$ cat config.mk
export PLATFORM = sky130hd
export DESIGN_NAME = risc15_mem_responder
export DESIGN_NICKNAME = d
export VERILOG_FILES = /design/src/rtl/risc15_mem_responder.sv
export SDC_FILE = /design/constraint.sdc
export NUM_CORES = 2
export LEC_CHECK = 0
export ABC_CLOCK_PERIOD_IN_PS = 5170
export CORE_MARGIN = 5
export CORE_UTILIZATION = 35
export CTS_CLUSTER_SIZE = 30
export DETAILED_ROUTE_END_ITERATION = 8
export GPL_TIMING_DRIVEN = 0
export PLACE_DENSITY = 0.6
export SLEW_MARGIN = 25
export SYNTH_ARGS = -nofsm -noshare
export SYNTH_HDL_FRONTEND = slang
export SYNTH_SLANG_ARGS = --single-unit
export TNS_END_PERCENT = 50
$ cat constraint.sdc
create_clock -name clk -period 5.17 [get_ports clk]
set_clock_uncertainty 0.2 [all_clocks]
set_input_delay 1.034 -clock clk [delete_from_list [all_inputs] [get_ports clk]]
set_output_delay 1.034 -clock clk [all_outputs]
set_load 0.05 [all_outputs]
$ cat src/rtl/risc15_mem_responder.sv
// RISC15 load/store memory responder: one request at a time, programmable
// wait states, internal word RAM, registered ready/err completion pulse.
module risc15_mem_responder #(
  parameter int DATA_W   = 16,
  parameter int ADDR_W   = 16,
  parameter int DEPTH    = 256,
  parameter int WAIT_CYC = 2
) (
  input  logic              clk,
  input  logic              reset,
  input  logic              mem_read,
  input  logic              mem_write,
  input  logic [ADDR_W-1:0] mem_addr,
  input  logic [DATA_W-1:0] mem_wdata,
  output logic [DATA_W-1:0] mem_rdata,
  output logic              mem_ready,
  output logic              mem_err,
  output logic              busy
);

  localparam int AW = (DEPTH > 1) ? $clog2(DEPTH) : 1;
  localparam logic [ADDR_W:0] DEPTH_V = (ADDR_W+1)'(DEPTH);
  localparam logic [3:0] WAIT_INIT = 4'(WAIT_CYC);

  typedef enum logic [1:0] {
    S_IDLE,
    S_WAIT,
    S_DONE
  } state_t;

  state_t state_q, state_d;
  logic [3:0] cnt_q, cnt_d;

  logic              rd_q, wr_q;
  logic [ADDR_W-1:0] addr_q;
  logic [DATA_W-1:0] wdata_q;

  logic req;
  logic go_done;
  logic addr_ok;
  logic op_err;
  logic do_wr;
  logic do_rd;
  logic ready_d;
  logic err_d;
  logic [AW-1:0] idx;

  logic [DATA_W-1:0] ram [DEPTH];

  always_comb begin
    req     = mem_read | mem_write;
    go_done = (state_q == S_WAIT) && (cnt_q == 4'd0);
    addr_ok = {1'b0, addr_q} < DEPTH_V;
    op_err  = (rd_q & wr_q) | ~addr_ok;
    do_wr   = go_done & wr_q & ~op_err;
    do_rd   = go_done & rd_q & ~wr_q;
    idx     = addr_q[AW-1:0];
  end

  always_ff @(posedge clk or posedge reset) begin
    if (reset) begin
      state_q <= S_IDLE;
      cnt_q   <= 4'd0;
    end else begin
      state_q <= state_d;
      cnt_q   <= cnt_d;
    end
  end

  always_comb begin
    state_d = state_q;
    cnt_d   = cnt_q;
    unique case (state_q)
      S_IDLE: begin
        if (req) begin
          state_d = S_WAIT;
          cnt_d   = WAIT_INIT;
        end
      end
      S_WAIT: begin
        if (cnt_q == 4'd0) begin
          state_d = S_DONE;
        end else begin
          cnt_d = cnt_q - 4'd1;
        end
      end
      S_DONE: begin
        state_d = S_IDLE;
      end
      default: begin
        state_d = S_IDLE;
      end
    endcase
  end

  always_comb begin
    ready_d = go_done;
    err_d   = go_done & op_err;
    busy    = (state_q != S_IDLE);
  end

  // Request is captured once; inputs are don't-care until back in IDLE.
  always_ff @(posedge clk or posedge reset) begin
    if (reset) begin
      rd_q    <= 1'b0;
      wr_q    <= 1'b0;
      addr_q  <= '0;
      wdata_q <= '0;
    end else if ((state_q == S_IDLE) && req) begin
      rd_q    <= mem_read;
      wr_q    <= mem_write;
      addr_q  <= mem_addr;
      wdata_q <= mem_wdata;
    end
  end

  always_ff @(posedge clk or posedge reset) begin
    if (reset) begin
      mem_ready <= 1'b0;
      mem_err   <= 1'b0;
      mem_rdata <= '0;
    end else begin
      mem_ready <= ready_d;
      mem_err   <= err_d;
      if (do_rd) begin
        mem_rdata <= addr_ok ? ram[idx] : '0;
      end
    end
  end

  // RAM contents survive reset; a reset in WAIT parks the FSM so no write.
  always_ff @(posedge clk) begin
    if (do_wr) begin
      ram[idx] <= wdata_q;
    end
  end

endmodule

# [Word level (Yosys, flattened, before mapping)]
# Memory sizes are Yosys's and may differ from the RTL's.
# Cells that the tools add are included.
[word_totals] output_inout_bits=19 wordCells=44 reg_bits=58 latch_bits=0 ramBits=4096 in_bits=36 memories=1 romBits=0
[mem_list] name="ram" depth=256 word_bits=16 read_ports=1 rd_clocked_by_memory_dff=0 write_ports=1 line="48" rtl="logic [DATA_W-1:0] ram [DEPTH];"
[op_classes] shift=0 n_mux=9 eq_ne=4 n_mul=0 n_reduce_logical=8 n_addsub=1 div=0 n_bitwise=11 magnitude_cmp=1
[ops] cell="16-bit by 9-bit less-than comparator with 1-bit output (second input constant)" count=1
[ops] cell="16-bit 2-to-1 mux" count=1
[ops] cell="4-bit 2-to-1 mux" count=2
[ops] cell="4-bit one-hot mux with 2 select lines" count=1
[ops] cell="1-bit bitwise AND" count=6
[ops] cell="4-bit zero test" count=1
[ops] cell="2-bit 2-to-1 mux" count=2
[ops] cell="2-bit != test (second input constant)" count=2
[ops] cell="2-bit one-hot mux with 2 select lines" count=1
[ops] cell="2-bit nonzero test" count=2
[ops] cell="4-bit by 1-bit subtractor with 4-bit output (second input constant)" count=1
[ops] cell="1-bit NOT" count=3
[ops] cell="3-bit AND reduction" count=1
[ops] cell="2-bit by 1-bit equality test with 1-bit output (second input constant)" count=1
[ops] cell="1-bit logical AND" count=2
[ops] cell="2-bit zero test" count=1
[ops] cell="1-bit 2-to-1 mux" count=2
[ops] cell="2-bit by 1-bit != test with 1-bit output (second input constant)" count=1
[ops] cell="1-bit bitwise OR" count=2
[ops] cell="2-bit AND reduction" count=1

# [Longest topological paths before layout]
[depth] word_depth=7 depth_mapped=13 depth_no_buf=9

# [Worst setup path after synthesis]
# No wires, ideal clock.
[synth_timing] path_kind="reg-to-reg" from="register wdata_q[0]" to="memory ram[0][0], data pin" path_slack_ns=0.986 synth_period_minus_slack_ns=4.184 stages_incl_launch_ff=1 required_ns=4.167 setup_ns=0.803 t_arrival_ns=3.181 path_cell_list="dfrtp_1"
[synth_lines] element="start, declared" line="36" rtl="logic [DATA_W-1:0] wdata_q;"
[synth_lines] element="start signal, assigned" line="113" rtl="wdata_q <= mem_wdata;"
[synth_lines] element="end, declared" line="48"
# Straight into the memory's write port.

# [Worst setup path after layout]
[layout_timing] from="register addr_q[1]" to="register mem_rdata[10]"
[layout_via] elab_chain_len=2
[layout_lines] element="start, declared" line="35" rtl="logic [ADDR_W-1:0] addr_q;"
[layout_lines] element="start signal, assigned" line="112" rtl="addr_q <= mem_addr;"
[layout_lines] element="memory 256 x 16 bit / 16-bit by 9-bit less-than comparator with 1-bit output (equally long branches)"
[layout_lines] element="16-bit 2-to-1 mux *" line="126" rtl="mem_rdata <= addr_ok ? ram[idx] : '0;"
[layout_lines] element="end signal, assigned" line="126"
[layout_lines] element="end, declared" line="15" rtl="output logic [DATA_W-1:0] mem_rdata,"
# Mark *: on every way between the ends. The rest lies on a longest branch, timed or not.
# A chain may end at the register's enable or synchronous reset.

==> impl_metrics.xml <==
<?xml version="1.0" encoding="UTF-8"?>
<metrics>
  <group name="cells_and_area">
    <metric name="stdcell_area" unit="sq um">188000</metric>
    <metric name="n_fill_cell" unit="">39000</metric>
    <metric name="syn_to_final_growth" unit="%">17.9</metric>
    <metric name="share_of_cells_above_drive_strength_1" unit="">0.308</metric>
    <metric name="finalNetCount" unit="">8172</metric>
  </group>
  <group name="run_status">
    <metric name="violations" unit="">setup timing</metric>
    <metric name="result_of_the_run" unit="">finished, violations left</metric>
  </group>
  <group name="worst_setup_path">
    <metric name="cp_data_arrival_time" unit="ns">5.94</metric>
    <metric name="reg2regPathDepth" unit="">12</metric>
    <metric name="timing.reg2reg.setup_slack" unit="ns">-0.15</metric>
    <metric name="path_max_fanout" unit="">10</metric>
    <metric name="crit_path_end_kind" unit="">register</metric>
    <metric name="critical_path_class" unit="">reg2reg</metric>
    <metric name="critPathRequiredTime" unit="ns">5.78</metric>
    <metric name="regToRegStartpoint" unit="">addr_q[1]$_DFFE_PP0P_</metric>
    <metric name="worstReg2RegEnd" unit="">mem_rdata[10]$_DFFE_PP0P_</metric>
    <metric name="startpoint_type" unit="">register</metric>
  </group>
  <group name="run">
    <metric name="maxCapViolCount" unit="">0</metric>
  </group>
  <group name="global_route">
    <metric name="gr-usage-all-layers" unit="">0.201</metric>
    <metric name="antenna_found_initial" unit="">30</metric>
    <metric name="grt_overflow_total" unit="">0</metric>
    <metric name="global_route.peak_usage_layer" unit="">met2</metric>
    <metric name="globalRouteMet2Util" unit="">0.312</metric>
    <metric name="grt_pass1_vias" unit="">82500</metric>
    <metric name="grt_first_pass_wirelength" unit="um">665000</metric>
    <metric name="global_route.usage.met1" unit="">0.267</metric>
    <metric name="global_route.usage.met3" unit="">0.0494</metric>
    <metric name="grt_start_max_net_pins" unit="">81</metric>
  </group>
  <group name="drt">
    <metric name="detail-route-antenna-nets" unit="">0</metric>
    <metric name="avgRoutedWirePerCell" unit="um">33.5</metric>
    <metric name="routed-via-count" unit="">82700</metric>
    <metric name="viasPerCell" unit="">5.71</metric>
    <metric name="drc_errors" unit="">0</metric>
    <metric name="detail_route.first_pass.iterations" unit="">8</metric>
    <metric name="drt_first_iter_violations" unit="">12200</metric>
    <metric name="detail_route.wirelength" unit="um">485000</metric>
  </group>
  <group name="place">
    <metric name="pre_cts_ws" unit="ns">-1.64</metric>
    <metric name="hpwl" unit="um">338000</metric>
    <metric name="port_buffers" unit="">54</metric>
    <metric name="placedInstanceArea" unit="sq um">174000</metric>
    <metric name="gp_routability_congestion" unit="">0.989</metric>
  </group>
  <group name="synthesis">
    <metric name="portion_of_the_post_synthesis_area_used_by_sequential_elements" unit="">0.778</metric>
    <metric name="synth_edf_count" unit="">4096</metric>
    <metric name="top_cells_by_count_synth" unit="">4096 x edfxtp_1, 958 x mux4_2, 303 x nor2_1</metric>
    <metric name="postSynthCellCount" unit="">7328</metric>
    <metric name="async_reset_ff_frac" unit="">0.0140</metric>
    <metric name="syn_nets" unit="">7366</metric>
    <metric name="synth_top_area_frac" unit="">0.769</metric>
    <metric name="synthDistinctLibCells" unit="">50</metric>
    <metric name="synth_flop_cell" unit="">edfxtp_1</metric>
    <metric name="postSynthAreaPerCell" unit="sq um">21.8</metric>
    <metric name="mapped_cell_area" unit="sq um">160000</metric>
    <metric name="yosysMostFrequentCell" unit="">edfxtp_1</metric>
    <metric name="synth_top_cells_by_area" unit="">edfxtp_1 77%, mux4_2 13%, mux2i_1 1.6%, dfrtp_1 0.91%, mux2_2 0.89%</metric>
    <metric name="post-synth-top-area-cell" unit="">edfxtp_1</metric>
    <metric name="ys.warnings.count" unit="">0</metric>
    <metric name="synth.ff_latch_count" unit="">4154</metric>
  </group>
  <group name="sta">
    <metric name="finalHoldViolCount" unit="">0</metric>
    <metric name="slew_headroom" unit="">0.112</metric>
    <metric name="final_critical_path_setup_slack" unit="ns">-0.154</metric>
    <metric name="finalCriticalPeriod" unit="ns">5.32</metric>
    <metric name="holdWs" unit="ns">0.226</metric>
    <metric name="rsz0062_at_grt" unit="">yes</metric>
    <metric name="finalCritPeriodShare" unit="">1.03</metric>
    <metric name="achievable-frequency" unit="MHz">188</metric>
    <metric name="final-setup-viol-count" unit="">107</metric>
    <metric name="finalMaxSlewViolations" unit="">0</metric>
    <metric name="tightestPinTransition" unit="ns">1.32</metric>
    <metric name="final.setup.tns" unit="ns">-2.91</metric>
  </group>
  <group name="power_and_ir_drop">
    <metric name="p_leak" unit="nW">58.7</metric>
    <metric name="power.ir.vdd_worst" unit="V">0.000428</metric>
    <metric name="totalPowerFinal" unit="mW">110</metric>
    <metric name="power_density" unit="nW/um^2">586</metric>
  </group>
  <group name="floorplan">
    <metric name="design.core.area" unit="sq um">456000</metric>
    <metric name="vertical_die_dimension" unit="um">686</metric>
    <metric name="floorplan.rows" unit="">248</metric>
    <metric name="floorplan.io_pins" unit="">55</metric>
    <metric name="fp.dieArea" unit="sq um">470000</metric>
    <metric name="die_w" unit="um">686</metric>
    <metric name="floorplan.initialDensity" unit="">0.351</metric>
  </group>
  <group name="cts">
    <metric name="clock_transition_at_the_registers_of_the_reported_paths" unit="ns">0.07</metric>
    <metric name="clock_buffer_count_from_cts" unit="">407</metric>
    <metric name="cts.root.buffer_cell" unit="">clkbuf_16</metric>
    <metric name="clkLatencyLatePin" unit="ns">0.97</metric>
    <metric name="clockBufferDepth" unit="">4</metric>
    <metric name="total_number_of_h_tree_levels" unit="">5</metric>
    <metric name="clock-sinks" unit="">4154</metric>
    <metric name="cts_tree" unit="">built</metric>
  </group>
  <group name="worst_hold_path">
    <metric name="hold_class" unit="">in2async</metric>
  </group>
</metrics>
==> critical path: stages (launching register included) <==
cell and delay, ns:
dfrtp_1 0.47, buf_2 0.32, buf_4 0.28, buf_4 0.39, buf_6 0.40, clkbuf_2 0.37
mux4_2 0.41, a31oi_1 0.36, nand3_1 0.19, nor4_2 0.56, o2111ai_1 0.51, a211oi_4 0.52
a211oi_1 0.09
==> state kept, by name, indices dropped and copies added (netlist names) <==
signal / count
cnt_q: 4
addr_q: 16
mem_rdata: 16
mem_err: 1
rd_q: 1
wr_q: 1
state_q: 2
wdata_q: 16
ram: 4096
mem_ready: 1
==> stage by stage <==
step                      std cells   util
after floorplan                7328      -
after global placement        13400  0.368
after detailed placement      13700  0.382
after CTS                     14500  0.413
after global routing          14500  0.413
final                         14500  0.413
==> per-layer routing <==
layer / vias to the layer above / wire (um)
li1: 32500 / -
met5: - / 0
met1: 44400 / 183000
met4: 0 / 25700
met2: 4804 / 225000
met3: 920 / 51100
==> how the worst max path moves through the flow <==
stage | from | end | slack [ns] | cells past startpoint
2_1_floorplan | wdata_q[0]$_DFFE_PP0P_ | ram[0][0]$_DFFE_PP_ | 0.99 | 0
3_3_place_gp | wdata_q[15]$_DFFE_PP0P_ | ram[50][15]$_DFFE_PP_ | -4.38 | 0
3_5_place_dp | addr_q[3]$_DFFE_PP0P_ | ram[203][13]$_DFFE_PP_ | -1.64 | 8
4_1_cts | addr_q[1]$_DFFE_PP0P_ | mem_rdata[9]$_DFFE_PP0P_ | -0.06 | 12
5_1_grt | addr_q[1]$_DFFE_PP0P_ | mem_rdata[11]$_DFFE_PP0P_ | -0.03 | 11
6_report | addr_q[1]$_DFFE_PP0P_ | mem_rdata[10]$_DFFE_PP0P_ | -0.15 | 12
==> cells in the final DEF (no fill, tap or decap), drive strengths merged, types with 96 or more instances in the layout <==
cell,instances
buf,573
nand3,153
clkbuf,726
mux4,958
mux2i,258
clkinv,174
mux2,126
nand2,121
nor2,303
edfxtp,4096
a22oi,113
a21oi,189
o21ai,96
==> area by class of cell <==
type / count / area [sq um] / area share
Buffer: 434 / 2300 / 0.0122
Clock inverter: 237 / 2400 / 0.0127
Clock buffer: 512 / 10700 / 0.0570
Inverter: 23 / 90.1 / 0.000478
Timing Repair Buffer: 407 / 6110 / 0.0324
Tap cell: 6000 / 7510 / 0.0398
Multi-Input combinational cell: 2707 / 34800 / 0.185
Antenna cell: 5 / 12.5 / 0.0000664
Sequential cell: 4154 / 125000 / 0.661
==> power breakdown <==
part           leakage [nW]  switching, mW  internal, mW
registers              37.6          0.972          42.1
clock network          6.39           12.9          16.7
logic                  14.8           25.2          12.5
==> repair_timing <==
action                      CTS  global route
gates resized for setup     148            22
hold buffers                  0             0
buffers inserted             44             0
gates cloned                  0             0
pin swaps                    26             2
setup endpoints to repair  4041           247
==> kinds of logic after synthesis <==
| logic type | after synthesis | synth area share |
|---|---|---|
| DFF | 4154 | 0.778 |
| buffers and inverters | 467 | 0.0138 |
| and+or+nand+nor | 719 | 0.0208 |
| AOI/OAI and AO/OA | 644 | 0.0267 |
| adders and majority gates | 2 | 0.000157 |
| muxes | 1342 | 0.160 |
(Power assumes the default switching activity.)
